$ cat src/rtl/vram_pkg.sv
// rtl/vram_pkg.sv - shared geometry, fill character and engine state encoding
// Purpose: constants for the 80x60 character RAM and the block-engine state enum,
//          imported by vram_fill_engine and vram_arbiter.
// Ports:   none (package).
package vram_pkg;

    localparam int COLS  = 80;
    localparam int ROWS  = 60;
    localparam int AW    = 13;
    localparam int DW    = 7;
    localparam int CELLS = ROWS * COLS;

    localparam logic [DW-1:0] FILL = 7'h20;

    // Last cell overall, and last destination cell of the row-move phase of a scroll.
    localparam logic [AW-1:0] LAST_CELL = AW'(CELLS - 1);
    localparam logic [AW-1:0] LAST_MOVE = AW'((ROWS - 1) * COLS - 1);
    localparam logic [AW-1:0] ROW_STEP  = AW'(COLS);

    typedef enum logic [2:0] {
        ENG_IDLE,
        ENG_CLR,
        ENG_SCR_RD,
        ENG_SCR_WR,
        ENG_SCR_FILL
    } eng_state_e;

endpackage

$ cat src/rtl/vram_fill_engine.sv
// rtl/vram_fill_engine.sv - block engine: screen clear and one-row scroll-up
// Purpose: walks the character RAM one cell per granted access. Clear writes FILL
//          everywhere; scroll copies cell ptr+COLS to ptr for all but the last row,
//          then fills the last row with FILL.
// Ports:   clk_i, clrn_i        clock, synchronous active-low reset
//          cmd_clear_i/_scroll_i start pulses (ignored while busy_o)
//          eng_gnt_i            access granted this cycle by the arbiter
//          ram_rdata_i          RAM read data (valid the cycle after a read grant)
//          eng_req_o/we_o/addr_o/wdata_o  access request towards the arbiter
//          busy_o               engine not idle
module vram_fill_engine
    import vram_pkg::*;
(
    input  logic          clk_i,
    input  logic          clrn_i,
    input  logic          cmd_clear_i,
    input  logic          cmd_scroll_i,
    input  logic          eng_gnt_i,
    input  logic [DW-1:0] ram_rdata_i,
    output logic          eng_req_o,
    output logic          eng_we_o,
    output logic [AW-1:0] eng_addr_o,
    output logic [DW-1:0] eng_wdata_o,
    output logic          busy_o
);

    eng_state_e    state_q, state_d;
    logic [AW-1:0] ptr_q, ptr_d;
    logic [DW-1:0] hold_q, hold_d;
    logic          rd_pend_q, rd_pend_d;

    always_ff @(posedge clk_i) begin
        if (!clrn_i) begin
            state_q   <= ENG_IDLE;
            ptr_q     <= '0;
            hold_q    <= '0;
            rd_pend_q <= 1'b0;
        end else begin
            state_q   <= state_d;
            ptr_q     <= ptr_d;
            hold_q    <= hold_d;
            rd_pend_q <= rd_pend_d;
        end
    end

    always_comb begin
        state_d     = state_q;
        ptr_d       = ptr_q;
        hold_d      = hold_q;
        rd_pend_d   = 1'b0;
        eng_req_o   = 1'b0;
        eng_we_o    = 1'b0;
        eng_addr_o  = ptr_q;
        eng_wdata_o = FILL;

        // Read data is only on the bus for one cycle, so it is captured
        // unconditionally even if the following write is stalled.
        if (rd_pend_q) begin
            hold_d = ram_rdata_i;
        end

        unique case (state_q)
            ENG_IDLE: begin
                if (cmd_clear_i) begin
                    state_d = ENG_CLR;
                    ptr_d   = '0;
                end else if (cmd_scroll_i) begin
                    state_d = ENG_SCR_RD;
                    ptr_d   = '0;
                end
            end
            ENG_CLR, ENG_SCR_FILL: begin
                eng_req_o = 1'b1;
                eng_we_o  = 1'b1;
                if (eng_gnt_i) begin
                    if (ptr_q == LAST_CELL) begin
                        state_d = ENG_IDLE;
                        ptr_d   = '0;
                    end else begin
                        ptr_d = ptr_q + 1'b1;
                    end
                end
            end
            ENG_SCR_RD: begin
                eng_req_o  = 1'b1;
                eng_addr_o = ptr_q + ROW_STEP;
                if (eng_gnt_i) begin
                    rd_pend_d = 1'b1;
                    state_d   = ENG_SCR_WR;
                end
            end
            ENG_SCR_WR: begin
                eng_req_o   = 1'b1;
                eng_we_o    = 1'b1;
                // A write granted in the capture cycle takes the data straight
                // from the RAM, so an uncontended move costs two cycles.
                eng_wdata_o = rd_pend_q ? ram_rdata_i : hold_q;
                if (eng_gnt_i) begin
                    ptr_d   = ptr_q + 1'b1;
                    state_d = (ptr_q == LAST_MOVE) ? ENG_SCR_FILL : ENG_SCR_RD;
                end
            end
            default: begin
                state_d = ENG_IDLE;
            end
        endcase
    end

    assign busy_o = (state_q != ENG_IDLE);

endmodule

$ cat src/rtl/vram_arbiter.sv
// rtl/vram_arbiter.sv - single-port character RAM arbiter (VGA > CPU > block engine)
// Purpose: one RAM access per cycle with fixed priority; steers registered-read
//          data back to the VGA and CPU ports and hosts the block engine.
// Ports:   clk_sys, clrn                 clock, synchronous active-low reset
//          vga_req/vga_addr -> vga_data/vga_valid    scan-out reads, 1-cycle latency
//          cpu_req/we/addr/wdata -> cpu_rdata/cpu_ack  loads and stores
//          cmd_clear/cmd_scroll -> busy  block engine control
//          ram_addr/ram_we/ram_wdata, ram_rdata   RAM port (1-cycle read latency)
module vram_arbiter
    import vram_pkg::*;
(
    input  logic          clk_sys,
    input  logic          clrn,
    input  logic          vga_req,
    input  logic [AW-1:0] vga_addr,
    output logic [DW-1:0] vga_data,
    output logic          vga_valid,
    input  logic          cpu_req,
    input  logic          cpu_we,
    input  logic [AW-1:0] cpu_addr,
    input  logic [DW-1:0] cpu_wdata,
    output logic [DW-1:0] cpu_rdata,
    output logic          cpu_ack,
    input  logic          cmd_clear,
    input  logic          cmd_scroll,
    output logic          busy,
    output logic [AW-1:0] ram_addr,
    output logic          ram_we,
    output logic [DW-1:0] ram_wdata,
    input  logic [DW-1:0] ram_rdata
);

    logic          vga_gnt, cpu_gnt, eng_gnt;
    logic          eng_req, eng_we;
    logic [AW-1:0] eng_addr;
    logic [DW-1:0] eng_wdata;

    logic          vga_pend_q, cpu_pend_q, cpu_load_q;
    logic [DW-1:0] vga_hold_q, vga_hold_d;
    logic [DW-1:0] cpu_hold_q, cpu_hold_d;

    vram_fill_engine u_engine (
        .clk_i        (clk_sys),
        .clrn_i       (clrn),
        .cmd_clear_i  (cmd_clear),
        .cmd_scroll_i (cmd_scroll),
        .eng_gnt_i    (eng_gnt),
        .ram_rdata_i  (ram_rdata),
        .eng_req_o    (eng_req),
        .eng_we_o     (eng_we),
        .eng_addr_o   (eng_addr),
        .eng_wdata_o  (eng_wdata),
        .busy_o       (busy)
    );

    // No grants while in reset keeps the RAM port quiet during clrn=0.
    // cpu_pend_q blocks re-granting a request in its own ack cycle.
    assign vga_gnt = clrn & vga_req;
    assign cpu_gnt = clrn & cpu_req & ~vga_req & ~cpu_pend_q;
    assign eng_gnt = clrn & eng_req & ~vga_req & ~cpu_gnt;

    always_comb begin
        ram_addr  = '0;
        ram_we    = 1'b0;
        ram_wdata = '0;
        if (vga_gnt) begin
            ram_addr = vga_addr;
        end else if (cpu_gnt) begin
            ram_addr  = cpu_addr;
            ram_we    = cpu_we;
            ram_wdata = cpu_we ? cpu_wdata : '0;
        end else if (eng_gnt) begin
            ram_addr  = eng_addr;
            ram_we    = eng_we;
            ram_wdata = eng_we ? eng_wdata : '0;
        end
    end

    // Returned data is presented in the cycle the RAM delivers it and held after.
    assign vga_hold_d = vga_pend_q ? ram_rdata : vga_hold_q;
    assign cpu_hold_d = (cpu_pend_q & cpu_load_q) ? ram_rdata : cpu_hold_q;

    always_ff @(posedge clk_sys) begin
        if (!clrn) begin
            vga_pend_q <= 1'b0;
            cpu_pend_q <= 1'b0;
            cpu_load_q <= 1'b0;
            vga_hold_q <= '0;
            cpu_hold_q <= '0;
        end else begin
            vga_pend_q <= vga_gnt;
            cpu_pend_q <= cpu_gnt;
            cpu_load_q <= cpu_gnt & ~cpu_we;
            vga_hold_q <= vga_hold_d;
            cpu_hold_q <= cpu_hold_d;
        end
    end

    assign vga_data  = vga_hold_d;
    assign vga_valid = vga_pend_q;
    assign cpu_rdata = cpu_hold_d;
    assign cpu_ack   = cpu_pend_q;

endmodule
$ cat config.mk
export PLATFORM = sky130hd
export DESIGN_NAME = vram_arbiter
export DESIGN_NICKNAME = d
export VERILOG_FILES = /design/src/rtl/vram_pkg.sv /design/src/rtl/vram_fill_engine.sv /design/src/rtl/vram_arbiter.sv
export SDC_FILE = /design/constraint.sdc
export NUM_CORES = 1
export LEC_CHECK = 0
export ABC_CLOCK_PERIOD_IN_PS = 4100
export CAP_MARGIN = 20
export CORE_UTILIZATION = 49
export DETAILED_ROUTE_END_ITERATION = 8
export PLACE_DENSITY = 0.95
export SYNTH_ARGS = -nofsm -noshare
export SYNTH_HDL_FRONTEND = slang
export SYNTH_SLANG_ARGS = --single-unit
$ cat constraint.sdc
create_clock -name clk_sys -period 4.1 [get_ports clk_sys]
set_input_delay 1.025 -clock clk_sys [delete_from_list [all_inputs] [get_ports clk_sys]]
set_output_delay 1.025 -clock clk_sys [all_outputs]
set_load 0.05 [all_outputs]
==> out/summary.txt, run 1 <==
Total GRT Usage: 29.7%
pin count of the biggest net entering global routing: 20
Die X-Extent: 72.4 um
commonest non-fill, non-tap cell in the layout: clkdlybuf4s50_1
relative slew slack: 34.8%
Detailed Place HPWL: 5660 um
setup_tns: 0 ns
XOR/XNOR Fraction of Synth Area: 2.16%
largest area contributor in the netlist: dfxtp_1
Synth Register Bits: 41
critical path class: input pin to output pin
Tightest Pin Transition: 0.979 ns
die height: 72.4 um
layout cells sized above 1: 14.9%
Post-DP Area: 3500 um2
Tcrit/Tclk final: 96.0%
Most used DFF post-synth: dfxtp_1
number of remaining DRC errors: 0
Ports: 85
first-pass GRT wire length: 12,000 um
post-synthesis compound-gate area fraction: 20.4%
gr ovfl total: 0
outcome: completed
unrepaired setup endpoints after global routing: false
Rows: 25
RePlAce Congestion: 0.935
Synth top area share: 33.8%
Final Core Density: 76.4%
Leak: 1.34 nW
Layout area overhead: 49.7%
vias in the first global route: 2,560
Post-synth EDFFs: 0
Seq/Total Area, Yosys: 33.8%
CTS root buf: clkbuf_8
Async SR Flop Fraction: 0%
Initial DRC Count: 178
synth warn: 0
Post-Synth Simple-Gate Area: 26.8%
Synth Area per Inst: 8.26 um2
Max VDD drop: 168 uV
Post-Synth Adder-Cell Area: 1.55%
# Post-CTS Setup Buffers: 0
routed vias/inst: 6.17
Hold-fix buffers, CTS: 0
TritonCTS clock tree: yes
Inst Count DP: 427
clock latency on the worst-skew pair: 0.30 ns
Max Cap Violations: 0
achievable frequency: 254 MHz
Worst Path Max Fanout: 6
crit path DAT: 2.91 ns
power per cell area: 301 nW/um2
Placeable Area: 4750 um2
Setup Skew: 0.00895 ns
Slew Viols, Final: 0
most frequent cells in the layout: clkdlybuf4s50_1 (63), dfxtp_1 (41), nand2_1 (23)
synth top area cells: dfxtp_1 (34%), mux2_2 (6.5%), and2_1 (4.6%)
H-tree levels: 2
TritonCTS Buffers: 5
starting density of the core: 51.1%
initial antenna violation count: 0
DR WL/cell: 17.7 um
Syn Nets: 344
setup ws final: 0.165 ns
Nets: 417
clock sink total: 41
multiplexer share of the synthesized area: 9.38%
Syn Inst Count: 294
drt total wl: 7710 um
via count: 2,684
synthesized cell area: 2430 um2
startpoint types: input pin
antenna-violating nets left: 0
Finished Layout Cells: 435
worst min-delay path category: register to register
Worst Path Required: 3.07 ns
crit end category: output pin
fin area: 3630 um2
Antenna Cells: 0
largest family of logic cells by synthesized area: simple AND/OR/NAND/NOR gates
port bufs: 84
DIE AREA: 5240 um2
TritonRoute pass-1 iters: 5
Final min period: 3.94 ns
Clock Path Buffers: 2
final hold viol count: 0
Post-CTS Resized: 0
Final setup viols: 0
Distinct cells, synth: 51
clk slew on worst S/H paths: 0.08 ns
worst slack at placement: 0.222 ns
[flip-flops by register name, indices dropped and copies added, names as in the netlist]
name                flops
u_engine.state_q        3
u_engine.hold_q         7
u_engine.ptr_q         13
cpu_load_q              1
cpu_ack                 1
u_engine.rd_pend_q      1
vga_hold_q              7
vga_valid               1
cpu_hold_q              7
[cell usage after synthesis, types with 2 or more instances]
library cell,n
mux2i_1,7
or4_1,2
nand2_1,23
ha_1,3
mux2_2,14
a222oi_1,5
o311ai_0,3
and3_1,2
nand3_1,18
inv_1,11
clkbuf_1,20
dfxtp_1,41
a2bb2oi_1,2
nand4_1,8
or2_2,2
nand2b_1,5
and2_1,18
a21oi_1,13
xor2_1,3
a31oi_1,4
nor2b_1,5
or3_1,5
nor3_1,2
nor2_1,17
o21ai_0,19
a211oi_1,3
nor3b_1,2
xnor2_1,3
a22oi_1,7
o211ai_1,5
buf_6,2
[cell type report]
type                    count  area, um2
multi-input cells         219       1460
fillers                   313       1120
repair buffers             89       1090
flip-flops and latches     41        821
well taps                  67       83.8
clock buffers               5       68.8
clock inverters             3       68.8
inverters                  11       41.3
[per-layer routing]
metal  up-vias  track usage, %  part of all wire [%]
met3        38            5.69                   8.6
met2       174            54.1                    50
met1      1253            33.0                    38
li1       1219               -                     -
met5         -               0                     0
met4         0            13.9                   3.9
[where the power goes]
group / leakage [nW] / internal, mW / switching (mW) / total, mW
combinational: 0.935 / 0.124 / 0.149 / 0.273
clock: 0.0687 / 0.245 / 0.151 / 0.397
sequential: 0.332 / 0.407 / 0.0160 / 0.423
[path summary, 6_finish.rpt]
kind / depth (start not counted) / startpoint / to / slack [ns]
worst max register to register: 6 / u_engine.ptr_q[4]$_SDFFE_PN0P_ / u_engine.ptr_q[3]$_SDFFE_PN0P_ / 1.44
worst min-delay path: 2 / u_engine.hold_q[3]$_SDFF_PN0_ / u_engine.hold_q[3]$_SDFF_PN0_ / 0.50
worst min register to register: 2 / u_engine.hold_q[3]$_SDFF_PN0_ / u_engine.hold_q[3]$_SDFF_PN0_ / 0.50
worst max-delay path: 6 / clrn / ram_wdata[4] / 0.16
[worst max-delay path: stages]
cell,delay (ns)
clkdlybuf4s50_1,0.54
nand2b_1,0.11
nor2_1,0.31
nand3_1,0.29
o21ai_0,0.44
buf_12,0.19
[cell families after synthesis]
kind of cell	after synthesis
buf+inv	34
mux	21
simple gates	118
compound gates	71
fa+ha+maj	3
xor+xnor	6
flops	41
[metrics by stage]
stage	total power [mW]	hold slack, ns
after floorplan	0.575	0.450
after global placement	0.694	0.470
after detailed placement	0.701	0.485
after CTS	1.09	0.505
after global routing	1.12	0.538
final	1.09	0.501
(Power assumes the default switching activity.)
==> run 2: changes to the inputs <==
==> constraint.sdc (replaced) <==
create_clock -name clk_sys -period 4.1 [get_ports clk_sys]
set_input_delay 0.82 -clock clk_sys [delete_from_list [all_inputs] [get_ports clk_sys]]
set_output_delay 0.82 -clock clk_sys [all_outputs]
set_load 0.05 [all_outputs]
==> out/summary.txt, run 2 (same netlist as run 1, synthesis figures left out) <==
setup_tns: 0 ns
DR WL/cell: 17.7 um
Antenna Cells: 0
Tcrit/Tclk final: 96.9%
drt total wl: 7670 um
TritonRoute pass-1 iters: 5
critical path class: input pin to output pin
crit path DAT: 3.15 ns
Setup Skew: 0.00563 ns
Ports: 85
clock latency on the worst-skew pair: 0.30 ns
port bufs: 84
Placeable Area: 4750 um2
layout cells sized above 1: 14.5%
fin area: 3600 um2
initial antenna violation count: 0
Top reg by flops: u_engine.ptr_q
Tightest Pin Transition: 0.964 ns
# Post-CTS Setup Buffers: 0
Design Power: 1.04 mW
Post-CTS Resized: 0
max FFs per register: 13
Post-DP Area: 3480 um2
Min Hold Slack: 0.509 ns
outcome: completed
Max Cap Violations: 0
hold path cells: 2
Max VDD drop: 168 uV
clock sink total: 41
vias in the first global route: 2,606
routed vias/inst: 6.11
H-tree levels: 2
worst min-delay path category: register to register
die height: 72.4 um
gr ovfl total: 0
starting density of the core: 51.1%
final hold viol count: 0
Slew Viols, Final: 0
startpoint types: input pin
Final min period: 3.97 ns
commonest non-fill, non-tap cell in the layout: clkdlybuf4s50_1
first-pass GRT wire length: 12,400 um
Die X-Extent: 72.4 um
Leak: 1.32 nW
CTS root buf: clkbuf_8
achievable frequency: 252 MHz
Rows: 25
Clock Path Buffers: 2
DIE AREA: 5240 um2
most frequent cells in the layout: clkdlybuf4s50_1 (63), dfxtp_1 (41), nand2_1 (23)
Hold-fix buffers, CTS: 0
Initial DRC Count: 256
Nets: 415
Worst Path Required: 3.28 ns
R2R cell count: 6
clk slew on worst S/H paths: 0.08 ns
via count: 2,644
power per cell area: 288 nW/um2
antenna-violating nets left: 0
Final setup viols: 0
Worst Path Max Fanout: 14
RePlAce Congestion: 0.929
Detailed Place HPWL: 5680 um
number of remaining DRC errors: 0
TritonCTS Buffers: 5
unrepaired setup endpoints after global routing: false
TritonCTS clock tree: yes
crit end category: output pin
pin count of the biggest net entering global routing: 22
relative slew slack: 35.7%
Total GRT Usage: 31.1%
Layout area overhead: 48.4%
## run 2: changes by cell type in the layout (fill, tap and decap cells not counted)
| cell | before | now |
|---|---|---|
| bufinv_16 | 2 | 1 |
| buf_4 | 5 | 3 |
| inv_6 | 1 | 0 |
| clkinvlp_4 | 0 | 1 |
| clkbuf_8 | 5 | 6 |
## run 2: area by class of cell
class	instances	area, um2
well taps	67	83.8
clock buffers	6	82.6
multi-input cells	219	1460
clock inverters	2	37.5
repair buffers	87	1070
flip-flops and latches	41	821
inverters	11	41.3
fillers	317	1150
## run 2: per-stage QoR
step / util, % / instances / setup WS, ns
detailed placement: 73.2 / 425 / 0.172
global placement: 73.2 / 425 / 0.406
CTS: 75.8 / 433 / 0.154
floorplan: - / 294 / 0.519
global route: 75.8 / 433 / 0.0232
finish: 75.8 / 433 / 0.128
## run 2: final timing paths
kind / from / slack, ns / endpoint
max: clrn / 0.13 / ram_wdata[2]
min: u_engine.hold_q[5]$_SDFF_PN0_ / 0.51 / u_engine.hold_q[5]$_SDFF_PN0_
max reg2reg: u_engine.ptr_q[4]$_SDFFE_PN0P_ / 1.57 / u_engine.ptr_q[9]$_SDFFE_PN0P_
min reg2reg: u_engine.hold_q[5]$_SDFF_PN0_ / 0.51 / u_engine.hold_q[5]$_SDFF_PN0_
## run 2: critical path, stage by stage
cell	delay, ns
clkdlybuf4s50_1	0.72
inv_1	0.34
nor3b_1	0.34
and2_1	0.37
nand2_1	0.10
o21ai_0	0.24
buf_12	0.21
## run 2: metal layers
metal / track usage, % / wire [um] / share of wire (%)
met1: 33.2 / 2860 / 37
met2: 55.9 / 3870 / 50
met3: 7.92 / 674 / 8.8
met4: 17.0 / 274 / 3.6
met5: 0 / 0 / 0
## run 2: where the power goes
part,total (mW),internal (mW),leakage (nW),switching [mW]
Clock,0.344,0.198,0.0574,0.146
Sequential,0.423,0.407,0.332,0.0154
Combinational,0.271,0.123,0.925,0.148
Total,1.04,0.728,1.32,0.310
